File: src/rtl/knight_sprite_anim_ctrl.sv
// knight_sprite_anim_ctrl: walk-cycle animation sequencer and sprite ROM
// address generator for the knight sprite.
// Optional feature macro: KNIGHT_MIRROR_EN (horizontal flip when facing left).
module knight_sprite_anim_ctrl #(
    parameter int unsigned SPR_W       = 30,
    parameter int unsigned SPR_H       = 64,
    parameter int unsigned NUM_FRAMES  = 4,
    parameter int unsigned HOLD_FRAMES = 6,
    parameter int unsigned ADDR_W      = 11,
    localparam int unsigned FS_W       = (NUM_FRAMES > 1) ? $clog2(NUM_FRAMES) : 1
) (
    input  logic              vga_clk,
    input  logic              reset_n,
    input  logic              frame_tick,
    input  logic              walk_req,
    input  logic              facing_left,
    input  logic [9:0]        sprite_x,
    input  logic [9:0]        sprite_y,
    input  logic [9:0]        DrawX,
    input  logic [9:0]        DrawY,
    input  logic              blank,
    output logic [ADDR_W-1:0] rom_address,
    output logic [FS_W-1:0]   frame_sel,
    output logic              sprite_hit,
    output logic              walking
);

    localparam int unsigned HOLD_W = (HOLD_FRAMES > 1) ? $clog2(HOLD_FRAMES + 1) : 1;
    localparam int unsigned FULL_W = (ADDR_W > 22) ? ADDR_W : 22;
    localparam logic [HOLD_W-1:0] HOLD_LAST  = HOLD_W'(HOLD_FRAMES - 1);
    localparam logic [FS_W-1:0]   FRAME_LAST = FS_W'(NUM_FRAMES - 1);

    typedef enum logic [1:0] {
        IDLE     = 2'd0,
        WALK     = 2'd1,
        STOPPING = 2'd2
    } state_t;

    state_t              state_q, state_d;
    logic [HOLD_W-1:0]   hold_q, hold_d;
    logic [FS_W-1:0]     frame_q, frame_d;
    logic [9:0]          lx_q, lx_d;
    logic [9:0]          ly_q, ly_d;
    logic [ADDR_W-1:0]   rom_address_q, rom_address_d;
    logic                sprite_hit_q, sprite_hit_d;
    logic [FS_W-1:0]     frame_sel_q, frame_sel_d;
    logic                walking_q, walking_d;

`ifdef KNIGHT_MIRROR_EN
    logic                lface_q, lface_d;
`else
    logic                unused_facing;
    assign unused_facing = facing_left;
`endif

    logic [HOLD_W-1:0]   hold_inc;
    logic [FS_W-1:0]     frame_inc;
    logic                frame_wrap;

    // Animation FSM: next state, hold/frame stepping and per-frame position latch
    always_comb begin
        state_d    = state_q;
        hold_d     = hold_q;
        frame_d    = frame_q;
        lx_d       = lx_q;
        ly_d       = ly_q;
`ifdef KNIGHT_MIRROR_EN
        lface_d    = lface_q;
`endif
        // One animation step; from IDLE (hold=0) this yields hold=1.
        hold_inc   = (hold_q == HOLD_LAST) ? '0 : hold_q + 1'b1;
        frame_wrap = (hold_q == HOLD_LAST) && (frame_q == FRAME_LAST);
        frame_inc  = frame_q;
        if (hold_q == HOLD_LAST) begin
            frame_inc = (frame_q == FRAME_LAST) ? '0 : frame_q + 1'b1;
        end

        if (frame_tick) begin
            lx_d = sprite_x;
            ly_d = sprite_y;
`ifdef KNIGHT_MIRROR_EN
            lface_d = facing_left;
`endif
            case (state_q)
                IDLE: begin
                    if (walk_req) begin
                        state_d = WALK;
                        hold_d  = hold_inc;
                        frame_d = frame_inc;
                    end
                end
                WALK: begin
                    hold_d  = hold_inc;
                    frame_d = frame_inc;
                    if (!walk_req) begin
                        state_d = STOPPING;
                    end
                end
                STOPPING: begin
                    hold_d  = hold_inc;
                    frame_d = frame_inc;
                    if (walk_req) begin
                        state_d = WALK;
                    end else if (frame_wrap) begin
                        state_d = IDLE;
                    end
                end
                default: begin
                    state_d = IDLE;
                    hold_d  = '0;
                    frame_d = '0;
                end
            endcase
        end
    end

    logic [10:0] x11, y11, lx11, ly11, col, row;
    logic        in_x, in_y;

    // Pixel hit test and ROM address from latched sprite position
    always_comb begin
        x11  = {1'b0, DrawX};
        y11  = {1'b0, DrawY};
        lx11 = {1'b0, lx_q};
        ly11 = {1'b0, ly_q};
        in_x = (x11 >= lx11) && (x11 < lx11 + 11'(SPR_W));
        in_y = (y11 >= ly11) && (y11 < ly11 + 11'(SPR_H));
        col  = x11 - lx11;
        row  = y11 - ly11;
`ifdef KNIGHT_MIRROR_EN
        if (lface_q) begin
            col = 11'(SPR_W - 1) - col;
        end
`endif
        sprite_hit_d  = in_x && in_y && blank;
        rom_address_d = '0;
        if (sprite_hit_d) begin
            rom_address_d = ADDR_W'(FULL_W'(row) * FULL_W'(SPR_W) + FULL_W'(col));
        end
        frame_sel_d = frame_q;
        walking_d   = (state_q != IDLE);
    end

    // State and output registers, asynchronously cleared
    always_ff @(posedge vga_clk or negedge reset_n) begin
        if (!reset_n) begin
            state_q       <= IDLE;
            hold_q        <= '0;
            frame_q       <= '0;
            lx_q          <= '0;
            ly_q          <= '0;
            rom_address_q <= '0;
            sprite_hit_q  <= 1'b0;
            frame_sel_q   <= '0;
            walking_q     <= 1'b0;
`ifdef KNIGHT_MIRROR_EN
            lface_q       <= 1'b0;
`endif
        end else begin
            state_q       <= state_d;
            hold_q        <= hold_d;
            frame_q       <= frame_d;
            lx_q          <= lx_d;
            ly_q          <= ly_d;
            rom_address_q <= rom_address_d;
            sprite_hit_q  <= sprite_hit_d;
            frame_sel_q   <= frame_sel_d;
            walking_q     <= walking_d;
`ifdef KNIGHT_MIRROR_EN
            lface_q       <= lface_d;
`endif
        end
    end

    assign rom_address = rom_address_q;
    assign sprite_hit  = sprite_hit_q;
    assign frame_sel   = frame_sel_q;
    assign walking     = walking_q;

endmodule

File: config.mk
export PLATFORM = sky130hd
export DESIGN_NAME = knight_sprite_anim_ctrl
export DESIGN_NICKNAME = d
export VERILOG_FILES = /design/src/rtl/knight_sprite_anim_ctrl.sv
export SDC_FILE = /design/constraint.sdc
export NUM_CORES = 1
export LEC_CHECK = 0
export BUFFER_PORTS_ARGS = -buffer_cell sky130_fd_sc_hd__buf_2
export CORE_ASPECT_RATIO = 0.75
export CORE_MARGIN = 4
export CORE_UTILIZATION = 55
export CTS_CLUSTER_SIZE = 40
export DETAILED_ROUTE_END_ITERATION = 8
export GPL_TIMING_DRIVEN = 0
export PLACE_DENSITY = 0.78
export SYNTH_ARGS = -nofsm -noshare
export SYNTH_HDL_FRONTEND = slang
export SYNTH_SLANG_ARGS = --single-unit
File: constraint.sdc
create_clock -name vga_clk -period 8.7 [get_ports vga_clk]
set_clock_uncertainty 0.15 [all_clocks]
set_input_delay 1.74 -clock vga_clk [delete_from_list [all_inputs] [get_ports vga_clk]]
set_output_delay 1.74 -clock vga_clk [all_outputs]
set_load 0.005 [all_outputs]
==> impl_results.html, run 1 <==
<table>
<tr><th>Metric</th><th>Value</th></tr>
<tr><th colspan="2">STA</th></tr>
<tr><td>Setup violation total in the final timing report</td><td>0</td></tr>
<tr><td>Time the final worst path needs with I/O delays and setup</td><td>7000 ps</td></tr>
<tr><td>Tightest hold margin</td><td>266 ps</td></tr>
<tr><td>Worst Tran Pin Value</td><td>927 ps</td></tr>
<tr><td>Setup slack of the critical path after layout</td><td>1700 ps</td></tr>
<tr><td>Hold Fails Final Rpt</td><td>0</td></tr>
<tr><td>Total negative setup slack</td><td>0 ps</td></tr>
<tr><td>Headroom to the max-slew limit</td><td>38.2%</td></tr>
<tr><td>RSZ-0062 raised after global routing</td><td>false</td></tr>
<tr><td>Final max-slew violation count</td><td>0</td></tr>
<tr><td>Share of the cycle needed by the critical path after routing</td><td>80.5%</td></tr>
<tr><td>Upper clock frequency limit</td><td>143 MHz</td></tr>
<tr><th colspan="2">Global route</th></tr>
<tr><td>GR Util All Layers</td><td>21.5%</td></tr>
<tr><td>Congestion Overflow GR</td><td>0</td></tr>
<tr><td>Number of antenna violations at the first check in global routing</td><td>0</td></tr>
<tr><td>Wire length of the first global-routing pass</td><td>14,300 µm</td></tr>
<tr><td>Pin count of the biggest net entering global routing</td><td>43</td></tr>
<tr><td>Vias in the first global route</td><td>3,079</td></tr>
<tr><th colspan="2">Synth</th></tr>
<tr><td>FFs w/ async S/R, synth</td><td>100%</td></tr>
<tr><td>Netlist cell types</td><td>50</td></tr>
<tr><td>Most common flop cell mapped by yosys</td><td>dfrtp_1</td></tr>
<tr><td>Fraction of the yosys area taken by sequential cells</td><td>27.1%</td></tr>
<tr><td>EDFF count, synth</td><td>0</td></tr>
<tr><td>Register bit total from synthesis</td><td>42</td></tr>
<tr><td>Synthesized Nets</td><td>533</td></tr>
<tr><td>Warning count from the yosys run</td><td>0</td></tr>
<tr><td>Total standard cell area after synthesis</td><td>3880 µm²</td></tr>
<tr><td>Post-synthesis average cell area</td><td>9.44 µm²</td></tr>
<tr><td>Synth Instances</td><td>411</td></tr>
<tr><th colspan="2">Finish</th></tr>
<tr><td>Fillcell total</td><td>590</td></tr>
<tr><td>Sequential Area</td><td>1050 µm²</td></tr>
<tr><td>Leading cell types in the layout, fill and taps excluded</td><td>inv_1 (58), buf_2 (58), ha_1 (56), dfrtp_1 (42), nand2_1 (33)</td></tr>
<tr><td>Finished Cell Area</td><td>4360 µm²</td></tr>
<tr><td>Area growth from synthesis to layout</td><td>12.4%</td></tr>
<tr><td>Area used by multi-input combinational logic</td><td>2580 µm²</td></tr>
<tr><td>Inserted Diodes</td><td>0</td></tr>
<tr><td>Final Net Count</td><td>598</td></tr>
<tr><td>Layout cells sized above 1</td><td>17.6%</td></tr>
<tr><th colspan="2">Setup path</th></tr>
<tr><td>Reg-to-reg critical path endpoint</td><td>rom_address[10]</td></tr>
<tr><td>Crit start category</td><td>primary input</td></tr>
<tr><td>Startpoint of the worst-slack reg-to-reg timing path</td><td>ly_q[0]</td></tr>
<tr><td>Data arrival time of the critical path</td><td>7040 ps</td></tr>
<tr><td>Crit end category</td><td>flip-flop</td></tr>
<tr><td>Critical path class</td><td>in2reg</td></tr>
<tr><td>Data required, critical path</td><td>8740 ps</td></tr>
<tr><td>Largest fanout on the critical path</td><td>6</td></tr>
<tr><td>FF-to-FF setup slack</td><td>2870 ps</td></tr>
<tr><td>Cell count of the worst reg-to-reg path</td><td>22</td></tr>
<tr><th colspan="2">Worst hold path</th></tr>
<tr><td>Worst hold-check path type</td><td>reg2reg</td></tr>
<tr><td>Beginning of the worst hold path</td><td>frame_q[1]</td></tr>
<tr><td>Endpoint of the worst hold-timing path</td><td>frame_sel[1]</td></tr>
<tr><td>Worst hold stages</td><td>0</td></tr>
<tr><th colspan="2">Clock network</th></tr>
<tr><td>Clock Tree Root</td><td>clkbuf_8</td></tr>
<tr><td>Clock-pin slew reported for the worst setup and hold paths after clock tree synthesis</td><td>80 ps</td></tr>
<tr><td>Post-CTS setup repair buffer count</td><td>0</td></tr>
<tr><td>Total of hold buffers inserted after clock tree synthesis</td><td>0</td></tr>
<tr><td>CTS-repair resized insts</td><td>0</td></tr>
<tr><td>TritonCTS clock tree</td><td>yes</td></tr>
<tr><td>Clock H-tree levels</td><td>2</td></tr>
<tr><td>Number of buffers on the longest clock path</td><td>2</td></tr>
<tr><td>Num CTS Buffers</td><td>5</td></tr>
<tr><td>Number of sinks driven by the clock tree</td><td>42</td></tr>
<tr><td>Skew-Pair Late Insertion Delay</td><td>300 ps</td></tr>
<tr><th colspan="2">Floorplan</th></tr>
<tr><td>Die boundary height</td><td>80.7 µm</td></tr>
<tr><td>Die X-Extent</td><td>105 µm</td></tr>
<tr><td>Effective utilization at floorplan</td><td>56.8%</td></tr>
<tr><td>Number of placement rows</td><td>26</td></tr>
<tr><td>DIE AREA</td><td>8470 µm²</td></tr>
<tr><td>Standard cell core area</td><td>6830 µm²</td></tr>
<tr><td>I/O pin cnt</td><td>61</td></tr>
<tr><th colspan="2">Route</th></tr>
<tr><td>Routed WL per cell</td><td>15.0 µm</td></tr>
<tr><td>Remaining number of nets flagged by the antenna check after routing</td><td>0</td></tr>
<tr><td>First-pass detailed-route iteration total</td><td>4</td></tr>
<tr><td>Vias/cell</td><td>5.43</td></tr>
<tr><td>Remaining design rule violation count</td><td>0</td></tr>
<tr><td>DR vias</td><td>3,047</td></tr>
<tr><td>Drt first-iter violations</td><td>117</td></tr>
<tr><td>Detailed Route WL</td><td>8440 µm</td></tr>
<tr><th colspan="2">Job</th></tr>
<tr><td>Count of maximum capacitance violations</td><td>0</td></tr>
<tr><th colspan="2">Placed design</th></tr>
<tr><td>Worst slack after detailed placement</td><td>1380 ps</td></tr>
<tr><td>Port bufs</td><td>58</td></tr>
<tr><td>Post-placement cell area</td><td>4270 µm²</td></tr>
<tr><td>DP HPWL</td><td>6990 µm</td></tr>
<tr><td>Routability congestion estimate</td><td>0.892</td></tr>
<tr><th colspan="2">Run status</th></tr>
<tr><td>Outcome</td><td>completed</td></tr>
</table>
-- worst max path at each step --
stage | from | to | slack [ps] | cells after the start
6_report | DrawY[0] | rom_address[10] | 1700 | 24
5_1_grt | DrawY[0] | rom_address[10] | 1370 | 24
4_1_cts | DrawY[0] | rom_address[10] | 1680 | 24
3_5_place_dp | DrawY[0] | rom_address[10] | 1380 | 24
3_3_place_gp | DrawY[0] | rom_address[10] | 1500 | 24
2_1_floorplan | DrawY[0] | rom_address[10] | 2120 | 23
-- flip-flops by register name (all words and copies together) (netlist names) --
| name | flops |
|---|---|
| rom_address | 11 |
| ly_q | 10 |
| hold_q | 3 |
| state_q | 2 |
| frame_q | 2 |
| lx_q | 10 |
| sprite_hit | 1 |
| frame_sel | 2 |
| walking | 1 |
-- routing by layer --
metal,track usage [%],vias to the layer above,part of all wire [%],wire (µm)
li1,-,1509,-,-
met1,28.8,1463,47,3940
met5,0,-,0,0
met3,3.78,10,4.8,406
met2,36.0,65,47,3970
met4,6.29,0,1.4,117
-- stage by stage --
step / instances / utilization, %
3_3_place_gp: 553 / 62.6
2_1_floorplan: 411 / -
4_1_cts: 561 / 63.8
3_5_place_dp: 553 / 62.6
5_1_grt: 561 / 63.8
6_report: 561 / 63.8
-- worst max-delay path, cell delays in order --
cell and delay, ps:
buf_2 90, inv_1 80, ha_1 160, inv_1 50, fa_1 420, a21o_2 230
a21oi_1 160, xor2_1 540, xnor2_1 240, xnor2_1 200, fa_1 530, inv_1 50
ha_1 320, a21oi_1 210, o21bai_1 90, a21oi_1 170, xnor2_1 130, fa_1 440
xor2_1 200, xnor2_1 200, xnor2_1 150, xnor2_1 180, xnor3_1 300, mux2i_1 140
-- cells by family (layout without fill, tap and decap cells) --
family,after synthesis,in the layout,share of synthesized area (%)
adder cells (fa/ha/maj),77,77,28.6
buffers and inverters,67,133,6.48
AND/OR/NAND/NOR,83,83,10.5
flip-flops,42,42,27.1
XOR/XNOR,40,40,9.97
AO/OA/AOI/OAI,99,99,16.5
multiplexers,3,3,0.839
-- area by class of cell --
| cell class | instances | share of cell area, % |
|---|---|---|
| buffer | 7 | 0.603 |
| clock buffer | 6 | 1.66 |
| sequential | 42 | 24.1 |
| inverter | 60 | 5.16 |
| timing repair buffer | 58 | 6.66 |
| clock inverter | 2 | 0.316 |
| tap | 84 | 2.41 |
| multi-input combinational | 302 | 59.1 |
-- synthesized netlist by cell type, types with 2 or more instances --
library cell	instances	area [µm²]
inv_1	58	218
nand3_1	9	45.0
inv_2	2	7.51
a21oi_2	2	17.5
ha_1	56	701
mux2_2	2	22.5
o31ai_1	2	15.0
fa_1	20	400
nand2_1	33	124
o21bai_1	7	52.6
nor2_1	16	60.1
nor3b_1	3	22.5
o21a_1	3	22.5
o21ai_1	2	10.0
o211ai_1	2	15.0
nand3b_1	4	30.0
xor2_1	4	35.0
o21ai_0	30	150
nor3_1	5	25.0
o21ai_2	2	17.5
dfrtp_1	42	1050
xnor2_1	32	280
and3_1	4	25.0
xor2_2	2	32.5
o221ai_1	2	17.5
clkbuf_1	7	26.3
nand4_1	2	12.5
nand2b_1	2	12.5
a21oi_1	22	110
a211oi_1	2	15.0
a21o_1	10	75.1
a31oi_1	4	25.0
Power of run 1 is left out: the tool's default activity adds up to more than one toggle a clock period on the data nets, which glitch-free logic cannot reach.
==> inputs of run 2 (changes only) <==
==> constraint.sdc (replaced) <==
create_clock -name vga_clk -period 6.6 [get_ports vga_clk]
set_clock_uncertainty 0.15 [all_clocks]
set_input_delay 1.32 -clock vga_clk [delete_from_list [all_inputs] [get_ports vga_clk]]
set_output_delay 1.32 -clock vga_clk [all_outputs]
set_load 0.005 [all_outputs]
==> impl_results.html, run 2 (same netlist as run 1, synthesis figures left out) <==
<table>
<tr><th>Metric</th><th>Value</th></tr>
<tr><th colspan="2">Route</th></tr>
<tr><td>First-pass detailed-route iteration total</td><td>4 (unchanged)</td></tr>
<tr><td>Routed WL per cell</td><td>15.0 µm (about the same)</td></tr>
<tr><td>Detailed Route WL</td><td>8460 µm (+0.26%)</td></tr>
<tr><td>Drt first-iter violations</td><td>99 (-15%)</td></tr>
<tr><td>DR vias</td><td>3,059 (+0.39%)</td></tr>
<tr><td>Remaining design rule violation count</td><td>0 (unchanged)</td></tr>
<tr><td>Vias/cell</td><td>5.43 (about the same)</td></tr>
<tr><td>Remaining number of nets flagged by the antenna check after routing</td><td>0 (unchanged)</td></tr>
<tr><th colspan="2">Setup path</th></tr>
<tr><td>Library cell contributing the largest single delay on the critical path</td><td>fa_1</td></tr>
<tr><td>Buffers and inverters on the worst path</td><td>4 (unchanged)</td></tr>
<tr><td>Crit end category</td><td>flip-flop</td></tr>
<tr><td>Cells along the critical path</td><td>buf_2 &gt; inv_1 &gt; ha_1 &gt; inv_1 &gt; fa_1 &gt; a21o_2 &gt; a21oi_1 &gt; xor2_2 &gt; xnor2_1 &gt; xnor2_1 &gt; fa_1 &gt; inv_1 &gt; ha_1 &gt; a21oi_1 &gt; o21bai_1 &gt; a21oi_1 &gt; xnor2_1 &gt; fa_1 &gt; xor2_1 &gt; xnor2_1 &gt; xnor2_1 &gt; xnor2_1 &gt; xnor3_1 &gt; mux2i_1</td></tr>
<tr><td>Crit start category</td><td>primary input</td></tr>
<tr><td>Data required, critical path</td><td>6640 ps (-2100 ps)</td></tr>
<tr><td>Worst stage delay on the critical path</td><td>520 ps (-20 ps)</td></tr>
<tr><td>Largest delay contributor family on the critical path</td><td>adder cells</td></tr>
<tr><td>Cell seen most often among critical-path stages</td><td>xnor2_1</td></tr>
<tr><td>Data arrival time of the critical path</td><td>6320 ps (-720 ps)</td></tr>
<tr><td>Critical path class</td><td>in2reg</td></tr>
<tr><td>Largest fanout on the critical path</td><td>4 (-2)</td></tr>
<tr><th colspan="2">Worst hold path</th></tr>
<tr><td>Worst hold-check path type</td><td>reg2reg</td></tr>
<tr><th colspan="2">STA</th></tr>
<tr><td>Hold Fails Final Rpt</td><td>0 (unchanged)</td></tr>
<tr><td>Setup violation total in the final timing report</td><td>0 (unchanged)</td></tr>
<tr><td>Worst Tran Pin Value</td><td>929 ps (+1.31 ps)</td></tr>
<tr><td>Time the final worst path needs with I/O delays and setup</td><td>6290 ps</td></tr>
<tr><td>Share of the cycle needed by the critical path after routing</td><td>95.3%</td></tr>
<tr><td>Headroom to the max-slew limit</td><td>38.1% (-0.088 points)</td></tr>
<tr><td>Tightest hold margin</td><td>266 ps (+0.0930 ps)</td></tr>
<tr><td>Upper clock frequency limit</td><td>159 MHz</td></tr>
<tr><td>Final max-slew violation count</td><td>0 (unchanged)</td></tr>
<tr><th colspan="2">Finish</th></tr>
<tr><td>Fillcell total</td><td>584 (-1.0%)</td></tr>
<tr><td>Number of standard cells in the final layout excluding fillers</td><td>563 (+0.36%)</td></tr>
<tr><td>Leading cell types in the layout, fill and taps excluded</td><td>inv_1 (58), buf_2 (58), ha_1 (56), dfrtp_1 (42), nand2_1 (33)</td></tr>
<tr><td>Inserted Diodes</td><td>0 (unchanged)</td></tr>
<tr><td>Max FFs per register</td><td>11 (unchanged)</td></tr>
<tr><td>Final Net Count</td><td>600 (+0.33%)</td></tr>
<tr><td>Area growth from synthesis to layout</td><td>13.4%</td></tr>
<tr><td>Layout cells sized above 1</td><td>18.6% (+0.97 points)</td></tr>
<tr><th colspan="2">Global route</th></tr>
<tr><td>Wire length of the first global-routing pass</td><td>14,300 µm (unchanged)</td></tr>
<tr><td>Pin count of the biggest net entering global routing</td><td>43 (unchanged)</td></tr>
<tr><td>Number of antenna violations at the first check in global routing</td><td>0 (unchanged)</td></tr>
<tr><td>Congestion Overflow GR</td><td>0 (unchanged)</td></tr>
<tr><td>GR Util All Layers</td><td>21.5% (unchanged)</td></tr>
<tr><td>Vias in the first global route</td><td>3,079 (unchanged)</td></tr>
<tr><th colspan="2">Clock network</th></tr>
<tr><td>Number of sinks driven by the clock tree</td><td>42 (unchanged)</td></tr>
<tr><td>Skew-Pair Late Insertion Delay</td><td>300 ps (about the same)</td></tr>
<tr><td>Clock H-tree levels</td><td>2 (unchanged)</td></tr>
<tr><td>Num CTS Buffers</td><td>5 (unchanged)</td></tr>
<tr><td>TritonCTS clock tree</td><td>yes</td></tr>
<tr><td>Clock-pin slew reported for the worst setup and hold paths after clock tree synthesis</td><td>80 ps (about the same)</td></tr>
<tr><td>Number of buffers on the longest clock path</td><td>2 (unchanged)</td></tr>
<tr><td>Clock Tree Root</td><td>clkbuf_8</td></tr>
<tr><th colspan="2">Floorplan</th></tr>
<tr><td>I/O pin cnt</td><td>61 (unchanged)</td></tr>
<tr><td>DIE AREA</td><td>8470 µm² (unchanged)</td></tr>
<tr><td>Die X-Extent</td><td>105 µm (unchanged)</td></tr>
<tr><td>Die boundary height</td><td>80.7 µm (unchanged)</td></tr>
<tr><td>Effective utilization at floorplan</td><td>56.8% (unchanged)</td></tr>
<tr><td>Number of placement rows</td><td>26 (unchanged)</td></tr>
<tr><td>Standard cell core area</td><td>6830 µm² (unchanged)</td></tr>
<tr><th colspan="2">Placed design</th></tr>
<tr><td>Post-Place Cells</td><td>553 (unchanged)</td></tr>
<tr><td>DP HPWL</td><td>6990 µm (unchanged)</td></tr>
<tr><td>Routability congestion estimate</td><td>0.892 (unchanged)</td></tr>
<tr><td>Port bufs</td><td>58 (unchanged)</td></tr>
<tr><th colspan="2">Job</th></tr>
<tr><td>Count of maximum capacitance violations</td><td>0 (unchanged)</td></tr>
<tr><th colspan="2">Run status</th></tr>
<tr><td>Outcome</td><td>completed</td></tr>
</table>
==> run 2: changes by cell type in the layout (fill, tap and decap cells not counted), sizes merged <==
cell,delta
buf,+2
==> run 2: area by class of cell <==
| type | instances | area [µm²] | share of cell area (%) |
|---|---|---|---|
| buffer | 7 | 26.3 | 0.597 |
| sequential | 42 | 1050 | 23.9 |
| clock inverter | 2 | 13.8 | 0.313 |
| clock buffer | 6 | 72.6 | 1.65 |
| tap | 84 | 105 | 2.39 |
| multi-input combinational | 302 | 2600 | 59.1 |
| inverter | 60 | 225 | 5.12 |
| timing repair buffer | 60 | 305 | 6.94 |
==> run 2: worst reg2reg max path: cells and delay by family, from the launching register on <==
family                     cells  cell delay [ps]
muxes                          1              140
AOI/OAI and AO/OA              5              930
adders and majority gates      5             1900
xor gates and xnor gates       9             1780
DFF                            1              430
buffers and inverters          2               90
==> run 2: path summary, 6_finish.rpt <==
| kind | from | end | slack (ps) | cells past startpoint |
|---|---|---|---|---|
| setup / recovery | DrawY[0] | rom_address[10] | 310 | 24 |
| hold / removal | frame_q[1] | frame_sel[1] | 270 | 0 |
| setup reg to reg | ly_q[0] | rom_address[10] | 1060 | 22 |
| hold reg to reg | frame_q[1] | frame_sel[1] | 270 | 0 |
| max in group asynchronous | reset_n | ly_q[1] | 4730 | 1 |
| min in group asynchronous | reset_n | rom_address[5] | 1000 | 1 |
==> run 2: metrics by stage <==
step	util, %	setup slack [ps]	cell area, µm²	TNS (ps)
global route	64.4	-8.95	4400	-8.95
global placement	62.6	-177	4270	-177
detailed placement	62.6	-304	4270	-304
floorplan	-	439	3880	0
CTS	63.8	4.45	4360	0
finish	64.4	313	4400	0
==> run 2: routing by layer <==
layer	share of wire, %	up-vias	track usage, %	wire (µm)
met2	47	64	36.0	3980
met1	47	1474	28.8	4010
li1	-	1511	-	-
met5	0	-	0	0
met4	1.4	0	6.29	117
met3	4.1	10	3.78	351
==> run 2: what timing repair did <==
action	4_1_cts	5_1_grt
buffers inserted	0	2
hold buffers	0	0
endpoints found under the setup margin	0	2
gates resized for setup	0	3
endpoints found under the hold margin	0	0
Power of run 2 is left out for the same reason.
==> inputs of run 3 (changes only) <==
--- a/config.mk
+++ b/config.mk
@@ -12,7 +12,7 @@
 export CTS_CLUSTER_SIZE = 40
 export DETAILED_ROUTE_END_ITERATION = 8
 export GPL_TIMING_DRIVEN = 0
-export PLACE_DENSITY = 0.78
+export PLACE_DENSITY = 0.89
 export SYNTH_ARGS = -nofsm -noshare
 export SYNTH_HDL_FRONTEND = slang
 export SYNTH_SLANG_ARGS = --single-unit
==> impl_results.html, run 3 (same netlist as run 1, synthesis figures left out) <==
<table>
<tr><th>Metric</th><th>Value</th></tr>
<tr><th colspan="2">STA</th></tr>
<tr><td>Final max-slew violation count</td><td>0 (unchanged)</td></tr>
<tr><td>Share of the cycle needed by the critical path after routing</td><td>93.8% (-1.4 points)</td></tr>
<tr><td>Headroom to the max-slew limit</td><td>37.7% (-0.41 points)</td></tr>
<tr><td>Total negative setup slack</td><td>0 ps (unchanged)</td></tr>
<tr><td>Upper clock frequency limit</td><td>161 MHz (+1.5%)</td></tr>
<tr><td>Setup violation total in the final timing report</td><td>0 (unchanged)</td></tr>
<tr><td>Worst Tran Pin Value</td><td>935 ps (+6.11 ps)</td></tr>
<tr><td>Time the final worst path needs with I/O delays and setup</td><td>6190 ps (-94.1 ps)</td></tr>
<tr><td>Hold Fails Final Rpt</td><td>0 (unchanged)</td></tr>
<tr><td>RSZ-0062 raised after global routing</td><td>false</td></tr>
<tr><th colspan="2">Floorplan</th></tr>
<tr><td>Number of placement rows</td><td>26 (unchanged)</td></tr>
<tr><td>Standard cell core area</td><td>6830 µm² (unchanged)</td></tr>
<tr><td>Die boundary height</td><td>80.7 µm (unchanged)</td></tr>
<tr><td>Die X-Extent</td><td>105 µm (unchanged)</td></tr>
<tr><td>Effective utilization at floorplan</td><td>56.8% (unchanged)</td></tr>
<tr><td>I/O pin cnt</td><td>61 (unchanged)</td></tr>
<tr><td>DIE AREA</td><td>8470 µm² (unchanged)</td></tr>
<tr><th colspan="2">Route</th></tr>
<tr><td>DR vias</td><td>3,154 (+3.1%)</td></tr>
<tr><td>Vias/cell</td><td>5.60 (+3.1%)</td></tr>
<tr><td>Remaining number of nets flagged by the antenna check after routing</td><td>0 (unchanged)</td></tr>
<tr><td>Remaining design rule violation count</td><td>0 (unchanged)</td></tr>
<tr><td>First-pass detailed-route iteration total</td><td>4 (unchanged)</td></tr>
<tr><td>Routed WL per cell</td><td>15.5 µm (+3.2%)</td></tr>
<tr><td>Drt first-iter violations</td><td>122 (+23%)</td></tr>
<tr><td>Detailed Route WL</td><td>8730 µm (+3.2%)</td></tr>
<tr><th colspan="2">Placed design</th></tr>
<tr><td>Routability congestion estimate</td><td>0.935 (+4.9%)</td></tr>
<tr><td>DP HPWL</td><td>7220 µm (+3.2%)</td></tr>
<tr><td>Port bufs</td><td>58 (unchanged)</td></tr>
<tr><th colspan="2">Worst hold path</th></tr>
<tr><td>Worst hold-check path type</td><td>reg2reg</td></tr>
<tr><td>Endpoint of the worst hold-timing path</td><td>frame_sel[1]</td></tr>
<tr><td>Beginning of the worst hold path</td><td>frame_q[1]</td></tr>
<tr><td>Worst hold stages</td><td>0 (unchanged)</td></tr>
<tr><th colspan="2">Setup path</th></tr>
<tr><td>Crit end category</td><td>flip-flop</td></tr>
<tr><td>Buffers and inverters on the worst path</td><td>4 (unchanged)</td></tr>
<tr><td>Cell seen most often among critical-path stages</td><td>xnor2_1</td></tr>
<tr><td>Largest delay contributor family on the critical path</td><td>adder cells</td></tr>
<tr><td>Data arrival time of the critical path</td><td>6240 ps (-80 ps)</td></tr>
<tr><td>Cells along the critical path</td><td>buf_2 &gt; inv_1 &gt; ha_1 &gt; inv_1 &gt; fa_1 &gt; a21o_2 &gt; a21oi_1 &gt; xor2_2 &gt; xnor2_1 &gt; xnor2_1 &gt; fa_1 &gt; inv_1 &gt; ha_1 &gt; a21oi_1 &gt; o21bai_1 &gt; a21oi_1 &gt; xnor2_1 &gt; fa_1 &gt; xor2_1 &gt; xnor2_1 &gt; xnor2_1 &gt; xnor2_1 &gt; xnor3_1 &gt; mux2i_1</td></tr>
<tr><td>Reg-to-reg critical path endpoint</td><td>rom_address[10]</td></tr>
<tr><td>Library cell contributing the largest single delay on the critical path</td><td>fa_1</td></tr>
<tr><td>Cell count of the worst reg-to-reg path</td><td>21 (-4.5%)</td></tr>
<tr><td>Worst stage delay on the critical path</td><td>510 ps (about the same)</td></tr>
<tr><td>Data required, critical path</td><td>6650 ps (about the same)</td></tr>
<tr><td>Critical path class</td><td>in2reg</td></tr>
<tr><td>FF-to-FF setup slack</td><td>1170 ps (+110 ps)</td></tr>
<tr><td>Crit start category</td><td>primary input</td></tr>
<tr><td>Largest fanout on the critical path</td><td>5 (+1)</td></tr>
<tr><td>Startpoint of the worst-slack reg-to-reg timing path</td><td>ly_q[2]</td></tr>
<tr><th colspan="2">Clock network</th></tr>
<tr><td>TritonCTS clock tree</td><td>yes</td></tr>
<tr><td>Clock Tree Root</td><td>clkbuf_8</td></tr>
<tr><td>Num CTS Buffers</td><td>5 (unchanged)</td></tr>
<tr><td>Clock-pin slew reported for the worst setup and hold paths after clock tree synthesis</td><td>80 ps (about the same)</td></tr>
<tr><td>Clock H-tree levels</td><td>2 (unchanged)</td></tr>
<tr><td>Total of hold buffers inserted after clock tree synthesis</td><td>0 (unchanged)</td></tr>
<tr><td>Skew-Pair Late Insertion Delay</td><td>310 ps (about the same)</td></tr>
<tr><td>Number of sinks driven by the clock tree</td><td>42 (unchanged)</td></tr>
<tr><td>Number of buffers on the longest clock path</td><td>2 (unchanged)</td></tr>
<tr><th colspan="2">Global route</th></tr>
<tr><td>Pin count of the biggest net entering global routing</td><td>43 (unchanged)</td></tr>
<tr><td>Number of antenna violations at the first check in global routing</td><td>0 (unchanged)</td></tr>
<tr><td>Vias in the first global route</td><td>3,190 (+3.6%)</td></tr>
<tr><td>Wire length of the first global-routing pass</td><td>14,600 µm (+1.6%)</td></tr>
<tr><td>Congestion Overflow GR</td><td>0 (unchanged)</td></tr>
<tr><td>GR Util All Layers</td><td>21.6% (+0.14 points)</td></tr>
<tr><th colspan="2">Finish</th></tr>
<tr><td>Max FFs per register</td><td>11 (unchanged)</td></tr>
<tr><td>Layout cells sized above 1</td><td>18.4% (-0.21 points)</td></tr>
<tr><td>Area growth from synthesis to layout</td><td>13.2%</td></tr>
<tr><td>Inserted Diodes</td><td>0 (unchanged)</td></tr>
<tr><td>Leading cell types in the layout, fill and taps excluded</td><td>inv_1 (58), buf_2 (58), ha_1 (56), dfrtp_1 (42), nand2_1 (33)</td></tr>
<tr><td>Final Net Count</td><td>600 (unchanged)</td></tr>
<tr><th colspan="2">Job</th></tr>
<tr><td>Count of maximum capacitance violations</td><td>0 (unchanged)</td></tr>
<tr><th colspan="2">Run status</th></tr>
<tr><td>Outcome</td><td>completed</td></tr>
</table>
run 3: cell counts in the layout (fill, tap and decap cells not counted):
No cell type changed its count.
run 3: cell type report:
class                   count  area, µm²
repair buffers             60        305
flip-flops and latches     42       1050
multi-input cells         302       2590
clock buffers               6       72.6
inverters                  60        225
fillers                   544       2440
well taps                  84        105
plain buffers               7       26.3
clock inverters             2       13.8
run 3: what timing repair did:
| action | in CTS | in global routing |
|---|---|---|
| gates resized for setup | 0 | 2 |
| setup endpoints to repair | 0 | 1 |
| setup buffers | 0 | 2 |
run 3: worst reg2reg max path, cell delays in order (launching register included):
cell and delay [ps]:
dfrtp_1 340, inv_1 50, ha_1 380, a21oi_2 200
a21boi_1 90, o21a_1 180, or2_1 220, xnor2_1 470
inv_2 120, fa_1 550, inv_1 60, fa_1 530
inv_1 40, ha_1 310, xnor2_1 160, fa_1 410
xor2_1 190, xnor2_1 190, xnor2_1 150, xnor2_1 140
xnor3_1 270, mux2i_1 130
run 3: through the flow:
step                      hold slack [ps]  std cells  area [µm²]  setup WS (ps)  util (%)
after detailed placement              255        553        4270           -138      62.6
after CTS                             274        561        4360            178      63.8
final                                 280        563        4390            407      64.3
after floorplan                       227        411        3880            439         -
after global routing                  285        563        4390           47.9      64.3
after global placement                242        553        4270          -35.2      62.6
run 3: worst max-delay path by stage:
| stage | startpoint | end | slack [ps] | depth (start not counted) |
|---|---|---|---|---|
| finish | DrawY[0] | rom_address[10] | 410 | 24 |
| global route | DrawY[2] | rom_address[10] | 50 | 20 |
| CTS | DrawY[0] | rom_address[10] | 180 | 24 |
| detailed placement | DrawY[0] | rom_address[10] | -140 | 24 |
| global placement | DrawY[0] | rom_address[10] | -40 | 24 |
| floorplan | DrawY[0] | rom_address[10] | 440 | 23 |
run 3: metal layers:
| layer | vias up | part of all wire (%) | GRT usage (%) |
|---|---|---|---|
| met5 | - | 0 | 0 |
| met2 | 91 | 51 | 39.3 |
| met1 | 1528 | 42 | 26.5 |
| li1 | 1521 | - | - |
| met3 | 14 | 5.9 | 3.86 |
| met4 | 0 | 1.5 | 6.42 |
Power of run 3 is left out for the same reason.
